`config.mk`:
```
export PLATFORM = sky130hd
export DESIGN_NAME = var_state_bank
export DESIGN_NICKNAME = d
export VERILOG_FILES = /design/src/rtl/var_state_bank.sv
export SDC_FILE = /design/constraint.sdc
export NUM_CORES = 1
export LEC_CHECK = 0
export BUFFER_PORTS_ARGS = -buffer_cell sky130_fd_sc_hd__buf_2
export CAP_MARGIN = 20
export CELL_PAD_IN_SITES_DETAIL_PLACEMENT = 1
export CELL_PAD_IN_SITES_GLOBAL_PLACEMENT = 1
export CORE_ASPECT_RATIO = 0.8
export CORE_MARGIN = 4
export CORE_UTILIZATION = 47
export CTS_CLUSTER_DIAMETER = 40
export DETAILED_ROUTE_END_ITERATION = 10
export PLACE_DENSITY = 0.86
export SLEW_MARGIN = 10
export SYNTH_ARGS = -nofsm -noshare
export SYNTH_HDL_FRONTEND = slang
export SYNTH_SLANG_ARGS = --single-unit
```
`constraint.sdc`:
```
create_clock -name clk -period 17.35 [get_ports clk]
set_clock_uncertainty 0.05 [all_clocks]
set_input_delay 1.735 -clock clk [delete_from_list [all_inputs] [get_ports clk]]
set_output_delay 1.735 -clock clk [all_outputs]
set_load 0.01 [all_outputs]
```
`src/rtl/var_state_bank.sv`:
```
// Variable state bank for one Sat Engine bin: per-variable value/level cells,
// learnt-clause reduction, and a serial load/store engine for bin swapping.
module var_state_bank #(
  parameter int NUM_VARS    = 8,
  parameter int WIDTH_LVL   = 10,
  parameter int WIDTH_IDX   = 3,
  parameter int WIDTH_C_LEN = 4
) (
  input  logic                     clk,
  input  logic                     rst,
  input  logic [3*NUM_VARS-1:0]    value_i,
  output logic [3*NUM_VARS-1:0]    value_o,
  input  logic [WIDTH_LVL-1:0]     cur_lvl_i,
  input  logic                     dec_valid_i,
  input  logic [WIDTH_IDX-1:0]     dec_idx_i,
  input  logic                     apply_imply_i,
  output logic                     find_imply_o,
  output logic                     find_conflict_o,
  input  logic                     apply_analyze_i,
  output logic [WIDTH_LVL-1:0]     max_lvl_o,
  output logic [WIDTH_C_LEN-1:0]   clause_len_o,
  input  logic                     apply_bkt_i,
  input  logic [WIDTH_LVL-1:0]     bkt_lvl_i,
  input  logic                     load_start_i,
  input  logic                     store_start_i,
  output logic                     busy_o,
  input  logic                     ld_valid_i,
  output logic                     ld_ready_o,
  input  logic [3+WIDTH_LVL-1:0]   ld_state_i,
  output logic                     st_valid_o,
  input  logic                     st_ready_i,
  output logic [3+WIDTH_LVL-1:0]   st_state_o,
  output logic [WIDTH_IDX-1:0]     idx_o
);

  typedef enum logic [1:0] {ST_IDLE, ST_LOAD, ST_STORE} state_t;

  localparam logic [WIDTH_IDX-1:0] LAST_IDX = WIDTH_IDX'(NUM_VARS - 1);
  localparam int                   LEN_MAX  = (1 << WIDTH_C_LEN) - 1;

  state_t                             state_reg, state_next;
  logic [WIDTH_IDX-1:0]               idx_reg, idx_next;
  logic                               idle;
  logic                               analyze_act;
  logic                               ld_fire;

  logic [NUM_VARS-1:0][2:0]           val_all;
  logic [NUM_VARS-1:0][WIDTH_LVL-1:0] lvl_all;
  logic [NUM_VARS-1:0]                learnt_any;
  logic [NUM_VARS-1:0]                implied_vec;
  logic [NUM_VARS-1:0]                conflict_vec;

  logic [WIDTH_LVL-1:0]               max_lvl_reg, max_lvl_next;
  logic [WIDTH_C_LEN-1:0]             len_reg, len_next;
  int                                 learnt_cnt;

  // Bin-level commands only act while the swap engine is parked.
  assign idle        = (state_reg == ST_IDLE);
  assign analyze_act = apply_analyze_i && idle;
  assign ld_fire     = (state_reg == ST_LOAD) && ld_valid_i;

  for (genvar gi = 0; gi < NUM_VARS; gi++) begin : g_var
    localparam logic [WIDTH_IDX-1:0] MY_IDX = WIDTH_IDX'(gi);

    logic [2:0]           val_reg, val_next;
    logic [WIDTH_LVL-1:0] lvl_reg, lvl_next;
    logic [2:0]           saved_reg, saved_next;
    logic [1:0]           learnt_reg, learnt_next;
    logic [2:0]           vin;
    logic                 ld_we;
    logic                 learnt_cond;

    assign vin   = value_i[3*gi +: 3];
    assign ld_we = ld_fire && (idx_reg == MY_IDX);

    always_comb begin
      val_next = val_reg;
      lvl_next = lvl_reg;
      if (ld_we) begin
        val_next = ld_state_i[WIDTH_LVL +: 3];
        lvl_next = ld_state_i[WIDTH_LVL-1:0];
      end else if (idle) begin
        if (dec_valid_i && (dec_idx_i == MY_IDX)) begin
          val_next = 3'b010;
          lvl_next = cur_lvl_i;
        end else if (apply_imply_i && vin[0]) begin
          val_next = vin;
          lvl_next = cur_lvl_i;
        end else if (apply_analyze_i && (vin[2:1] == 2'b11)) begin
          val_next = vin;
        end else if (apply_bkt_i && (lvl_reg > bkt_lvl_i)) begin
          val_next = 3'b000;
        end else if (apply_bkt_i && (learnt_reg != 2'b00) && (lvl_reg == bkt_lvl_i)) begin
          // Asserting level of the learnt clause: flip to the opposite polarity.
          val_next = {~saved_reg[2:1], saved_reg[0]};
        end
      end
    end

    // A conflicting var contributes its pre-conflict literal negated.
    assign learnt_cond = (val_reg[2:1] == 2'b11) &&
                         ((lvl_reg != cur_lvl_i) || !val_reg[0] || !vin[0]);

    always_comb begin
      saved_next  = analyze_act ? saved_reg : val_reg;
      learnt_next = 2'b00;
      if (analyze_act) begin
        learnt_next = learnt_cond ? ~saved_reg[2:1] : learnt_reg;
      end
    end

    always_ff @(posedge clk or negedge rst) begin
      if (!rst) begin
        val_reg    <= 3'b111;
        lvl_reg    <= '0;
        saved_reg  <= 3'b000;
        learnt_reg <= 2'b00;
      end else begin
        val_reg    <= val_next;
        lvl_reg    <= lvl_next;
        saved_reg  <= saved_next;
        learnt_reg <= learnt_next;
      end
    end

    assign value_o[3*gi +: 3] = analyze_act ? {learnt_reg, 1'b0} : val_reg;
    assign val_all[gi]        = val_reg;
    assign lvl_all[gi]        = lvl_reg;
    assign learnt_any[gi]     = |learnt_reg;
    assign implied_vec[gi]    = val_reg[0];
    assign conflict_vec[gi]   = (val_reg[2:1] == 2'b11);
  end

  assign find_imply_o    = |implied_vec;
  assign find_conflict_o = |conflict_vec;

  always_comb begin
    max_lvl_next = '0;
    learnt_cnt   = 0;
    for (int i = 0; i < NUM_VARS; i++) begin
      if (learnt_any[i]) begin
        learnt_cnt = learnt_cnt + 1;
        if (lvl_all[i] > max_lvl_next) begin
          max_lvl_next = lvl_all[i];
        end
      end
    end
    len_next = (learnt_cnt > LEN_MAX) ? WIDTH_C_LEN'(LEN_MAX) : WIDTH_C_LEN'(learnt_cnt);
  end

  always_ff @(posedge clk or negedge rst) begin
    if (!rst) begin
      max_lvl_reg <= '0;
      len_reg     <= '0;
    end else begin
      max_lvl_reg <= max_lvl_next;
      len_reg     <= len_next;
    end
  end

  assign max_lvl_o    = max_lvl_reg;
  assign clause_len_o = len_reg;

  always_comb begin
    state_next = state_reg;
    idx_next   = idx_reg;
    case (state_reg)
      ST_IDLE: begin
        if (load_start_i) begin
          state_next = ST_LOAD;
          idx_next   = '0;
        end else if (store_start_i) begin
          state_next = ST_STORE;
          idx_next   = '0;
        end
      end
      ST_LOAD: begin
        if (ld_valid_i) begin
          if (idx_reg == LAST_IDX) begin
            state_next = ST_IDLE;
            idx_next   = '0;
          end else begin
            idx_next = idx_reg + 1'b1;
          end
        end
      end
      ST_STORE: begin
        if (st_ready_i) begin
          if (idx_reg == LAST_IDX) begin
            state_next = ST_IDLE;
            idx_next   = '0;
          end else begin
            idx_next = idx_reg + 1'b1;
          end
        end
      end
      default: begin
        state_next = ST_IDLE;
        idx_next   = '0;
      end
    endcase
  end

  always_ff @(posedge clk or negedge rst) begin
    if (!rst) begin
      state_reg <= ST_IDLE;
      idx_reg   <= '0;
    end else begin
      state_reg <= state_next;
      idx_reg   <= idx_next;
    end
  end

  assign busy_o     = (state_reg != ST_IDLE);
  assign ld_ready_o = (state_reg == ST_LOAD);
  assign st_valid_o = (state_reg == ST_STORE);
  assign idx_o      = idx_reg;
  // Index only advances on an accepted beat, so the read data holds while stalled.
  assign st_state_o = {val_all[idx_reg], lvl_all[idx_reg]};

endmodule

```
==> results of run 1 <==
==> through the flow <==
stage	instances	setup WS (ps)	cell area [sq um]	hold WS [ps]	util
after floorplan	1867	3420	15100	399	-
after global placement	2325	1700	16000	413	0.508
after detailed placement	2325	774	16000	418	0.508
after CTS	2357	575	16600	438	0.526
after global routing	2361	39.9	16700	457	0.528
final	2361	1160	16700	442	0.528
==> cell usage in the layout, fill, tap and decap left out, types with 5 or more instances in the layout <==
cell type	count
mux4_2	26
a21o_1	40
a22oi_1	17
mux2_4	6
a31oi_1	65
a21oi_1	123
nand2_1	312
clkbuf_16	17
or2_2	10
o211ai_1	26
nand3_1	41
nand4_1	46
mux2_2	17
and3b_1	5
dfstp_2	24
ha_1	157
buf_4	20
dfrtp_1	138
nor3_1	9
and2_1	16
a41oi_1	10
nor4_1	17
and3_1	15
xnor2_1	77
inv_1	97
mux2i_1	67
a221oi_1	11
nand2b_1	13
nor2b_1	20
o21ai_0	59
xor2_1	23
buf_2	127
nor2_1	196
==> final cells by class <==
type / count / share of cell area
inverters: 98 / 0.0221
repair buffers: 150 / 0.0501
multi-input cells: 1497 / 0.615
diodes: 1 / 0.000150
clock buffers: 19 / 0.0272
well taps: 420 / 0.0315
clock inverters: 13 / 0.00758
flip-flops and latches: 163 / 0.247
==> critical path, delay by kind of cell, from the launching register on <==
family / cells / cell delay, ps
buffers and inverters: 6 / 760
multiplexers: 7 / 2110
adder cells (fa/ha/maj): 7 / 1900
AO/OA/AOI/OAI: 20 / 4630
AND/OR/NAND/NOR: 28 / 6200
flip-flops: 1 / 370
==> synthesized netlist by cell type, drive strengths merged, types with 3 or more instances <==
master    n
a221oi   14
nand2   312
dfstp    24
nor4     18
ha      157
dfrtp   139
xor2     23
and3     15
and3b     5
nand2b   13
nand4    46
or3       4
nor3      9
or2      12
mux2i    67
mux4     26
nand3b    4
a21oi   124
a211oi    6
a41oi    10
and2     16
mux2     23
o22ai     4
buf      23
xnor2    77
inv      98
nor2    197
a22oi    17
o31ai     3
clkbuf   86
nor2b    20
and4      3
o21ai    63
o211ai   27
a21o     41
nand3    41
a31oi    65
==> kinds of logic (layout without fill, tap and decap cells) <==
| group | after synthesis | after routing | share of synthesized area |
|---|---|---|---|
| simple gates | 720 | 720 | 0.213 |
| flops | 163 | 163 | 0.271 |
| other cells | 0 | 1 | 0 |
| compound gates | 402 | 402 | 0.171 |
| fa+ha+maj | 159 | 159 | 0.131 |
| mux | 116 | 116 | 0.102 |
| buf+inv | 207 | 280 | 0.0537 |
| xor+xnor | 100 | 100 | 0.0578 |
==> power breakdown <==
| group | switching, mW | total (mW) | internal [mW] | leakage (nW) |
|---|---|---|---|---|
| combinational | 1.33 | 2.31 | 0.976 | 5.32 |
| sequential | 0.396 | 0.973 | 0.577 | 1.88 |
| clock | 0.183 | 0.391 | 0.207 | 0.283 |
| total | 1.91 | 3.67 | 1.76 | 7.48 |
==> routing by layer <==
layer	up-vias	global-route usage
met5	-	0
met4	0	0.156
met3	214	0.0910
met2	851	0.559
met1	7752	0.462
li1	6747	-
==> path summary, 6_finish.rpt <==
path                                          to                   start  cells past startpoint
max                                 max_lvl_o[6]  g_var[0].learnt_reg[0]                     68
min                        g_var[3].saved_reg[0]   g_var[3].saved_reg[0]                      1
max reg2reg                         max_lvl_o[6]  g_var[0].learnt_reg[0]                     68
min reg2reg                g_var[3].saved_reg[0]   g_var[3].saved_reg[0]                      1
max in group asynchronous               idx_o[0]                     rst                      2
min in group asynchronous           max_lvl_o[2]                     rst                      1
==> what timing repair did <==
| action | 4_1_cts | 5_1_grt |
|---|---|---|
| hold buffers | 0 | 0 |
| setup endpoints to repair | 0 | 10 |
| resized for setup | 0 | 4 |
| setup buffers | 0 | 0 |
| hold endpoints to repair | 0 | 0 |
==> reports/metrics.csv, run 1 <==
stage,metric,value,unit
logic_synthesis,synthTopCellsByArea,"dfrtp_1 (23%), ha_1 (13%), nand2_1 (7.7%)",
floorplanning,dieHeight,169,um
floorplanning,core_region_area,31600,sq um
pwr,design_power_total,3.67,mW
drt,routed_wire_length_per_instance,26.8,um
logic_synthesis,synth.avg_cell_area,8.11,sq um
sta,post-route-period-util,0.933,
drt,ant_nets,0,
flow_run,drv_cap,0,
setup_path,path_common_cell,ha_1,
floorplanning,die_width,209,um
global_routing,grt_pass1_vias,16100,
setup_path,end_kind,register,
global_routing,grt_pass1_wl,96.8,mm
logic_synthesis,synth_area_leader_cell,dfrtp_1,
logic_synthesis,synthesis.yosys.warnings,0,
clocking,cts.clk_slew.worst_paths,70,ps
clocking,htree_num_levels,4,
setup_path,worst-endpoint-arrival,16460,ps
setup_path,timing.critical_path.from_type,register,
clocking,latest_clock_arrival_within_the_worst_skew_pair,470,ps
sta,timing_hold_violations_final,0,
global_routing,grt_max_degree,106,
place,portBuffers,128,
sta,rsz0062_at_grt,false,
sta,slew-limit-headroom,0.292,
drt,route.detailed.drc,0,
cells_and_area,sequential_cell_area,4110,sq um
sta,worst_slew_pin_slew,1060,ps
floorplanning,design.portCount,129,
setup_path,crit_required,17620,ps
sta,timing_max_transition_violations_final,0,
logic_synthesis,synth-main-ff-cell,dfrtp_1,
drt,vias_per_cell,6.59,
setup_path,worst-path-max-fanout,22,
global_routing,globalRouteTotalUtil,0.354,
sta,maxClockFrequency,61.8,MHz
setup_path,timing.reg2reg.setup_slack,1160,ps
global_routing,antenna_found_initial,1,
clocking,clock_path_buffers,2,
clocking,tritoncts_clock_tree,built,
cells_and_area,multi_input_area,10200,sq um
cells_and_area,largest_reg_flops,80,
pwr,pwr_density_cell,220,nW/um^2
logic_synthesis,yosysSeqAreaShare,0.271,
logic_synthesis,synthesis.instances,1867,
clocking,clk_root_buffer_cell,clkbuf_16,
floorplanning,floorplan.die_area,35200,sq um
logic_synthesis,synth-async-reset-ratio,1.00,
drt,highest_layer,met4,
logic_synthesis,mappedNetlistNets,2094,
clocking,cts.sinks,163,
outcome,run_status,finished clean,
drt,routed-via-count,15600,
place,dp_hpwl,46.7,mm
logic_synthesis,synth-edff-count,0,
drt,routed_wl,63.3,mm
setup_path,critPathMaxStageDelay,630,ps
pwr,vdd_drop_max,0.0789,mV
setup_path,cpMaxStageDelayCell,a2111oi_0,
logic_synthesis,netlist.area_leader.share,0.230,
drt,dr_wl_met3,6.27,mm
sta,setup_violations,0,
setup_path,critPathKind,reg2reg,
logic_synthesis,ys_types,77,
place,gp_congestion,0.971,
cells_and_area,drive_gt1_frac,0.147,
floorplanning,floorplan.rows,58,
clocking,tritoncts.num_buffers,17,
sta,setup-tns-final,0,ps
floorplanning,starting_utilization_of_the_core_area,0.480,
drt,route.met2.wl,28.5,mm
hold_path,timing.hold.worst.class,reg2reg,
cells_and_area,final_nets,2154,
pwr,power.static_leakage,7.48,nW
cells_and_area,synthToLayoutAreaGrowth,10.1,%
drt,drt_pre_antenna_iters,6,
global_routing,globalRouteOverflowTotal,0,
logic_synthesis,ys_ff_latch,163,
cells_and_area,fillers,3857,
sta,finalWorstPathRequiredPeriod,16190,ps
drt,first_iter_violations,1466,
drt,met1_layer_wirelength_in_the_final_routing,25.5,mm
logic_synthesis,synthesis.area,15100,sq um
Note: power is estimated with default switching activity, not from simulation.
==> run 2: changes to the inputs <==
CELL_PAD_IN_SITES_GLOBAL_PLACEMENT = 2   (was 1)
CORE_UTILIZATION = 37   (was 47)
CTS_CLUSTER_DIAMETER = unset   (was 40)
GPL_TIMING_DRIVEN = 0   (was unset)
PLACE_DENSITY = 0.85   (was 0.86)
==> run 2 against run 1 <==
First-iteration DRC count rose by 17%. Clock power is 4% lower. Cell count grew 7.7%. Power increased by 0.49%. Fmax down 2.7%. Worst hold slack got worse by 8.0 ps. Register-to-register slack got worse by 460 ps. Sequential share of layout area is 0.49 points lower. Setup slack got worse by 460 ps. Combinational power increased by 3%. Sequential power decreased by 5.3%. Critical endpoint unchanged. Largest cell class unchanged. Highest routed layer is now met5.
==> reports/metrics.csv, run 2 (synthesized netlist as in run 1, its figures left out) <==
stage,metric,value,unit,change
place,gp_congestion,0.949,,-2.3%
floorplanning,floorplan.die_area,44200,sq um,+26%
drt,routed_wire_length_per_instance,27.1,um,+1.1%
setup_path,critPathMaxStageDelay,630,ps,about the same
clocking,tritoncts.num_buffers,17,,unchanged
sta,post-route-period-util,0.959,,+0.0263
cells_and_area,finish.utilization,0.426,,-0.102
hold_path,timing.hold.worst.class,reg2reg,,
global_routing,antenna_found_initial,2,,+1
global_routing,groute.layer.met1.usage,0.433,,-0.0289
place,dp_hpwl,53.6,mm,+15%
place,placed_cells,2509,,+7.9%
sta,finalWorstPathRequiredPeriod,16640,ps,+456 ps
cells_and_area,final_design_area_no_fill,17000,sq um,+2.0%
setup_path,end_kind,register,,
global_routing,globalRouteTotalUtil,0.306,,-0.0480
cells_and_area,layout.cells.most_common,nand2_1,,
global_routing,met3_usage,0.0933,,+0.00228
clocking,htree_num_levels,4,,unchanged
setup_path,cpMaxStageDelayCell,a2111oi_4,,
clocking,clk_root_buffer_cell,clkbuf_16,,
drt,routed-via-count,15600,,-0.071%
sta,timing_max_transition_violations_final,0,,unchanged
sta,maxClockFrequency,60.1,MHz,-2.7%
cells_and_area,largest_reg_flops,80,,unchanged
floorplanning,design.portCount,129,,unchanged
place,dp_slack,-555,ps,-1330 ps
cells_and_area,finalNonFillerCells,2543,,+7.7%
pwr,vdd_drop_max,0.0885,mV,+12%
place,dpl_cell_area,16400,sq um,+2.2%
setup_path,critPathKind,reg2reg,,
pwr,design_power_total,3.69,mW,+0.49%
sta,slew-limit-headroom,0.297,,+0.00459
cells_and_area,synthToLayoutAreaGrowth,12.3,%,
sta,setup_violations,0,,unchanged
floorplanning,floorplan.rows,65,,+12%
sta,setup-tns-final,0,ps,unchanged
drt,vias_per_cell,6.12,,-7.2%
global_routing,grt_max_degree,93,,-12%
setup_path,path_delay_family,compound AO/OA/AOI/OAI gates,,
pwr,pwr_density_cell,217,nW/um^2,-1.5%
setup_path,path_common_cell,ha_1,,
cells_and_area,final_nets,2221,,+3.1%
sta,setup_ws_final,707,ps,-456 ps
clocking,clock_path_buffers,2,,unchanged
drt,drt_pre_antenna_iters,5,,-1
setup_path,worst-path-max-fanout,10,,-55%
setup_path,crit_required,17660,ps,+40 ps
place,portBuffers,105,,-18%
global_routing,grt_pass1_vias,15400,,-4.3%
setup_path,timing.critical_path.from_type,register,,
clocking,cts.clk_slew.worst_paths,70,ps,about the same
global_routing,groute.layer.met2.usage,0.453,,-0.106
setup_path,worst-path-buf-inv,13,,+7
global_routing,grt_most_used_layer,met2,,
flow_run,drv_cap,0,,unchanged
outcome,run_status,finished clean,,
pwr,power.static_leakage,7.46,nW,-0.31%
cells_and_area,layout_common_cells,"nand2_1 (312), nor2_1 (194), ha_1 (157)",,
clocking,latest_clock_arrival_within_the_worst_skew_pair,480,ps,about the same
cells_and_area,drive_gt1_frac,0.131,,-0.0169
setup_path,worst-endpoint-arrival,16950,ps,+490 ps
drt,ant_nets,0,,unchanged
sta,worst_slew_pin_slew,1050,ps,-6.89 ps
global_routing,globalRouteOverflowTotal,0,,unchanged
global_routing,grt_pass1_wl,100,mm,+3.5%
drt,route.detailed.drc,0,,unchanged
cells_and_area,antenna-diode-count,0,,-1
clocking,cts.sinks,163,,unchanged
sta,timing_hold_violations_final,0,,unchanged
drt,routed_wl,68.9,mm,+8.9%
floorplanning,die_width,234,um,+12%
floorplanning,starting_utilization_of_the_core_area,0.379,,-0.100
sta,hold_ws,434,ps,-7.97 ps
floorplanning,core_region_area,39900,sq um,+26%
drt,first_iter_violations,1709,,+17%
floorplanning,dieHeight,189,um,+12%
clocking,tritoncts_clock_tree,built,,
sta,rsz0062_at_grt,false,,
==> run 2: cell count changes in the layout (fill, tap and decap cells not counted), moves of 3 or more <==
| cell | before | now |
|---|---|---|
| buf_2 | 127 | 108 |
| o21ai_0 | 59 | 56 |
| o21ai_1 | 4 | 7 |
| clkbuf_1 | 0 | 82 |
| buf_4 | 20 | 7 |
| buf_1 | 0 | 12 |
| clkbuf_2 | 0 | 3 |
==> run 2: worst register-to-register path: cells and delay by family, from the launching register on <==
family                   cells  cell delay [ps]
adder cells (fa/ha/maj)      7             1950
multiplexers                 7             1650
AO/OA/AOI/OAI               27             5890
buffers and inverters       13             2370
AND/OR/NAND/NOR             20             4250
flip-flops                   1              400
==> run 2: worst paths after layout <==
check	start	endpoint	slack [ps]	cells past startpoint
hold / removal	g_var[7].saved_reg[0]	g_var[7].saved_reg[0]	430	1
hold reg to reg	g_var[7].saved_reg[0]	g_var[7].saved_reg[0]	430	1
max in group asynchronous	rst	max_lvl_o[9]	15090	2
min in group asynchronous	rst	g_var[2].learnt_reg[0]	1160	1
setup reg to reg	g_var[0].learnt_reg[1]	max_lvl_o[6]	710	74
setup / recovery	g_var[0].learnt_reg[1]	max_lvl_o[6]	710	74
==> run 2: routing by layer <==
metal	vias to the layer above	share of wire
li1	6870	-
met3	113	0.10
met2	739	0.43
met5	-	0.00016
met4	4	0.023
met1	7827	0.44
==> run 2: report_power, final <==
part	internal, mW	switching (mW)
combinational	0.991	1.40
sequential	0.578	0.343
clock	0.191	0.186
total	1.76	1.93
==> run 2: layout make-up <==
| cell class | count | area [sq um] |
|---|---|---|
| Sequential cell | 163 | 4110 |
| Clock buffer | 21 | 460 |
| Timing Repair Buffer | 109 | 593 |
| Multi-Input combinational cell | 1497 | 10300 |
| Inverter | 98 | 368 |
| Tap cell | 536 | 671 |
| Fill cell | 4857 | 22900 |
| Buffer | 108 | 455 |
| Clock inverter | 11 | 80.1 |
==> run 2: what timing repair did <==
action / 4_1_cts / 5_1_grt
gates resized for setup: 4 / 24
pin swaps: 0 / 3
endpoints found under the setup margin: 10 / 10
buffers inserted: 0 / 2
hold buffers: 0 / 0
==> run 3: changes to the inputs <==
REMOVE_ABC_BUFFERS = 1   (was unset)
==> run 3 against run 2 <==
Sequential power up 6.2%. Fmax up 3.2%. Sequential share of layout area up 0.19 points. Critical endpoint is now max_lvl_o[4].
==> reports/metrics.csv, run 3 (synthesized netlist as in run 1, its figures left out) <==
stage,metric,value,unit,change
outcome,run_status,finished clean,,
setup_path,timing.critical_path.from_type,register,,
clocking,cts.clk_slew.worst_paths,70,ps,about the same
clocking,postCtsSetupBuffers,0,,unchanged
drt,vias_per_cell,6.03,,-1.5%
clocking,clock_path_buffers,2,,unchanged
cells_and_area,antenna-diode-count,0,,unchanged
sta,setup-tns-final,0,ps,unchanged
cells_and_area,drive_gt1_frac,0.151,,+0.0205
setup_path,timing.reg2reg.setup_slack,1230,ps,+520 ps
pwr,design_power_total,3.58,mW,-2.8%
drt,routed_wl,61.7,mm,-11%
pwr,vdd_drop_max,0.0776,mV,-12%
place,portBuffers,128,,+22%
global_routing,groute.layer.met1.usage,0.396,,-0.0370
sta,timing_hold_violations_final,0,,unchanged
global_routing,globalRouteOverflowTotal,0,,unchanged
global_routing,grt_most_used_layer,met2,,
drt,drt_pre_antenna_iters,6,,+1
global_routing,groute.layer.met2.usage,0.422,,-0.0309
pwr,pwr_density_cell,212,nW/um^2,-2.1%
clocking,clk_root_buffer_cell,clkbuf_16,,
flow_run,drv_cap,0,,unchanged
cells_and_area,layout.cells.most_common,nand2_1,,
setup_path,cpMaxStageDelayCell,a2111oi_1,,
cells_and_area,fillers,4798,,-1.2%
floorplanning,design.portCount,129,,unchanged
setup_path,worst-endpoint-arrival,16380,ps,-570 ps
setup_path,path_common_cell,ha_1,,
cells_and_area,synthToLayoutAreaGrowth,11.5,%,
sta,worst_slew_pin_slew,952,ps,-103 ps
sta,post-route-period-util,0.929,,-0.0300
setup_path,worst-path-max-fanout,19,,+9
floorplanning,core_region_area,39900,sq um,unchanged
sta,maxClockFrequency,62.0,MHz,+3.2%
clocking,tritoncts_clock_tree,built,,
sta,rsz0062_at_grt,false,,
cells_and_area,largest_reg_flops,80,,unchanged
clocking,cts.sinks,163,,unchanged
floorplanning,floorplan.die_area,44200,sq um,unchanged
sta,setup_violations,0,,unchanged
sta,timing_max_transition_violations_final,0,,unchanged
setup_path,critPathKind,reg2reg,,
place,dp_hpwl,46.5,mm,-13%
global_routing,antenna_found_initial,0,,-2
global_routing,met3_usage,0.0466,,-0.0466
floorplanning,dieHeight,189,um,unchanged
cells_and_area,final_nets,2147,,-3.3%
cells_and_area,sequential_cell_area,4110,sq um,about the same
drt,routed-via-count,14900,,-4.3%
floorplanning,starting_utilization_of_the_core_area,0.379,,unchanged
cells_and_area,layout_common_cells,"nand2_1 (311), nor2_1 (194), ha_1 (157)",,
clocking,tritoncts.num_buffers,17,,unchanged
drt,first_iter_violations,1303,,-24%
floorplanning,die_width,234,um,unchanged
sta,slew-limit-headroom,0.365,,+0.0686
pwr,power.static_leakage,7.45,nW,-0.16%
setup_path,crit_required,17600,ps,-60 ps
setup_path,critPathMaxStageDelay,670,ps,+40 ps
place,gp_congestion,0.917,,-3.3%
hold_path,timing.hold.worst.class,reg2reg,,
floorplanning,floorplan.rows,65,,unchanged
clocking,hold_buffers,0,,unchanged
cells_and_area,multi_input_area,10300,sq um,+0.48%
drt,ant_nets,0,,unchanged
clocking,latest_clock_arrival_within_the_worst_skew_pair,450,ps,-30 ps
sta,finalWorstPathRequiredPeriod,16120,ps,-521 ps
global_routing,grt_max_degree,95,,+2.2%
global_routing,grt_pass1_wl,92.9,mm,-7.2%
global_routing,grt_pass1_vias,15000,,-2.2%
drt,routed_wire_length_per_instance,25.0,um,-7.8%
clocking,htree_num_levels,4,,unchanged
drt,route.detailed.drc,0,,unchanged
setup_path,end_kind,register,,
global_routing,globalRouteTotalUtil,0.276,,-0.0295
## run 3: cell count changes in the layout (fill, tap and decap cells not counted), moves of 3 or more
cell      previous run  this run
clkbuf_1            82         2
buf_2              108       127
buf_1               12         0
a21oi_1            123       116
a21oi_2              0         7
buf_12               0         3
clkbuf_2             3         0
o21ai_0             56        59
o21ai_1              7         4
## run 3: path summary, 6_finish.rpt
check / startpoint / cells past startpoint / end
max in group asynchronous: rst / 2 / g_var[1].val_reg[0]
min in group asynchronous: rst / 1 / max_lvl_o[4]
max reg2reg: g_var[0].learnt_reg[1] / 64 / max_lvl_o[4]
max: g_var[0].learnt_reg[1] / 64 / max_lvl_o[4]
min: g_var[6].saved_reg[0] / 1 / g_var[6].saved_reg[0]
min reg2reg: g_var[6].saved_reg[0] / 1 / g_var[6].saved_reg[0]
## run 3: worst max-delay path, delay by kind of cell, from the launching register on
family                     cells  cell delay [ps]
AOI/OAI and AO/OA             22             5440
adders and majority gates      7             1850
buffers and inverters          5              530
DFF                            1              400
muxes                          7             2410
and+or+nand+nor               23             5280
## run 3: layer usage
metal,up-vias,share of wire
met5,-,0
met4,0,0.030
met3,99,0.077
met2,550,0.44
met1,7495,0.45
li1,6736,-
## run 3: area by class of cell
| type | count | share of cell area |
|---|---|---|
| clock buffer | 21 | 0.0273 |
| clock inverter | 11 | 0.00608 |
| inverter | 98 | 0.0218 |
| multi-input combinational | 1497 | 0.611 |
| sequential | 163 | 0.244 |
| tap | 536 | 0.0397 |
| timing repair buffer | 143 | 0.0504 |
## run 3: timing repair
item | in CTS | in global routing
gates cloned | 0 | 0
hold endpoints to repair | 0 | 0
resized for setup | 2 | 9
endpoints found under the setup margin | 5 | 10
pin swaps | 0 | 1
## run 3: per-stage QoR
step | instances | setup WS (ps) | hold WS (ps) | cell area, sq um | util
floorplan | 1758 | 2230 | 399 | 14700 | -
global placement | 2422 | -1000 | 411 | 16000 | 0.401
detailed placement | 2435 | -80.5 | 420 | 16300 | 0.407
CTS | 2467 | 35.5 | 436 | 16800 | 0.421
global route | 2469 | 7.83 | 457 | 16900 | 0.423
finish | 2469 | 1230 | 435 | 16900 | 0.423
## run 3: where the power goes
| part | leakage [nW] | internal [mW] | switching (mW) |
|---|---|---|---|
| Clock | 0.270 | 0.206 | 0.179 |
| Combinational | 5.30 | 0.970 | 1.25 |
| Sequential | 1.88 | 0.578 | 0.400 |
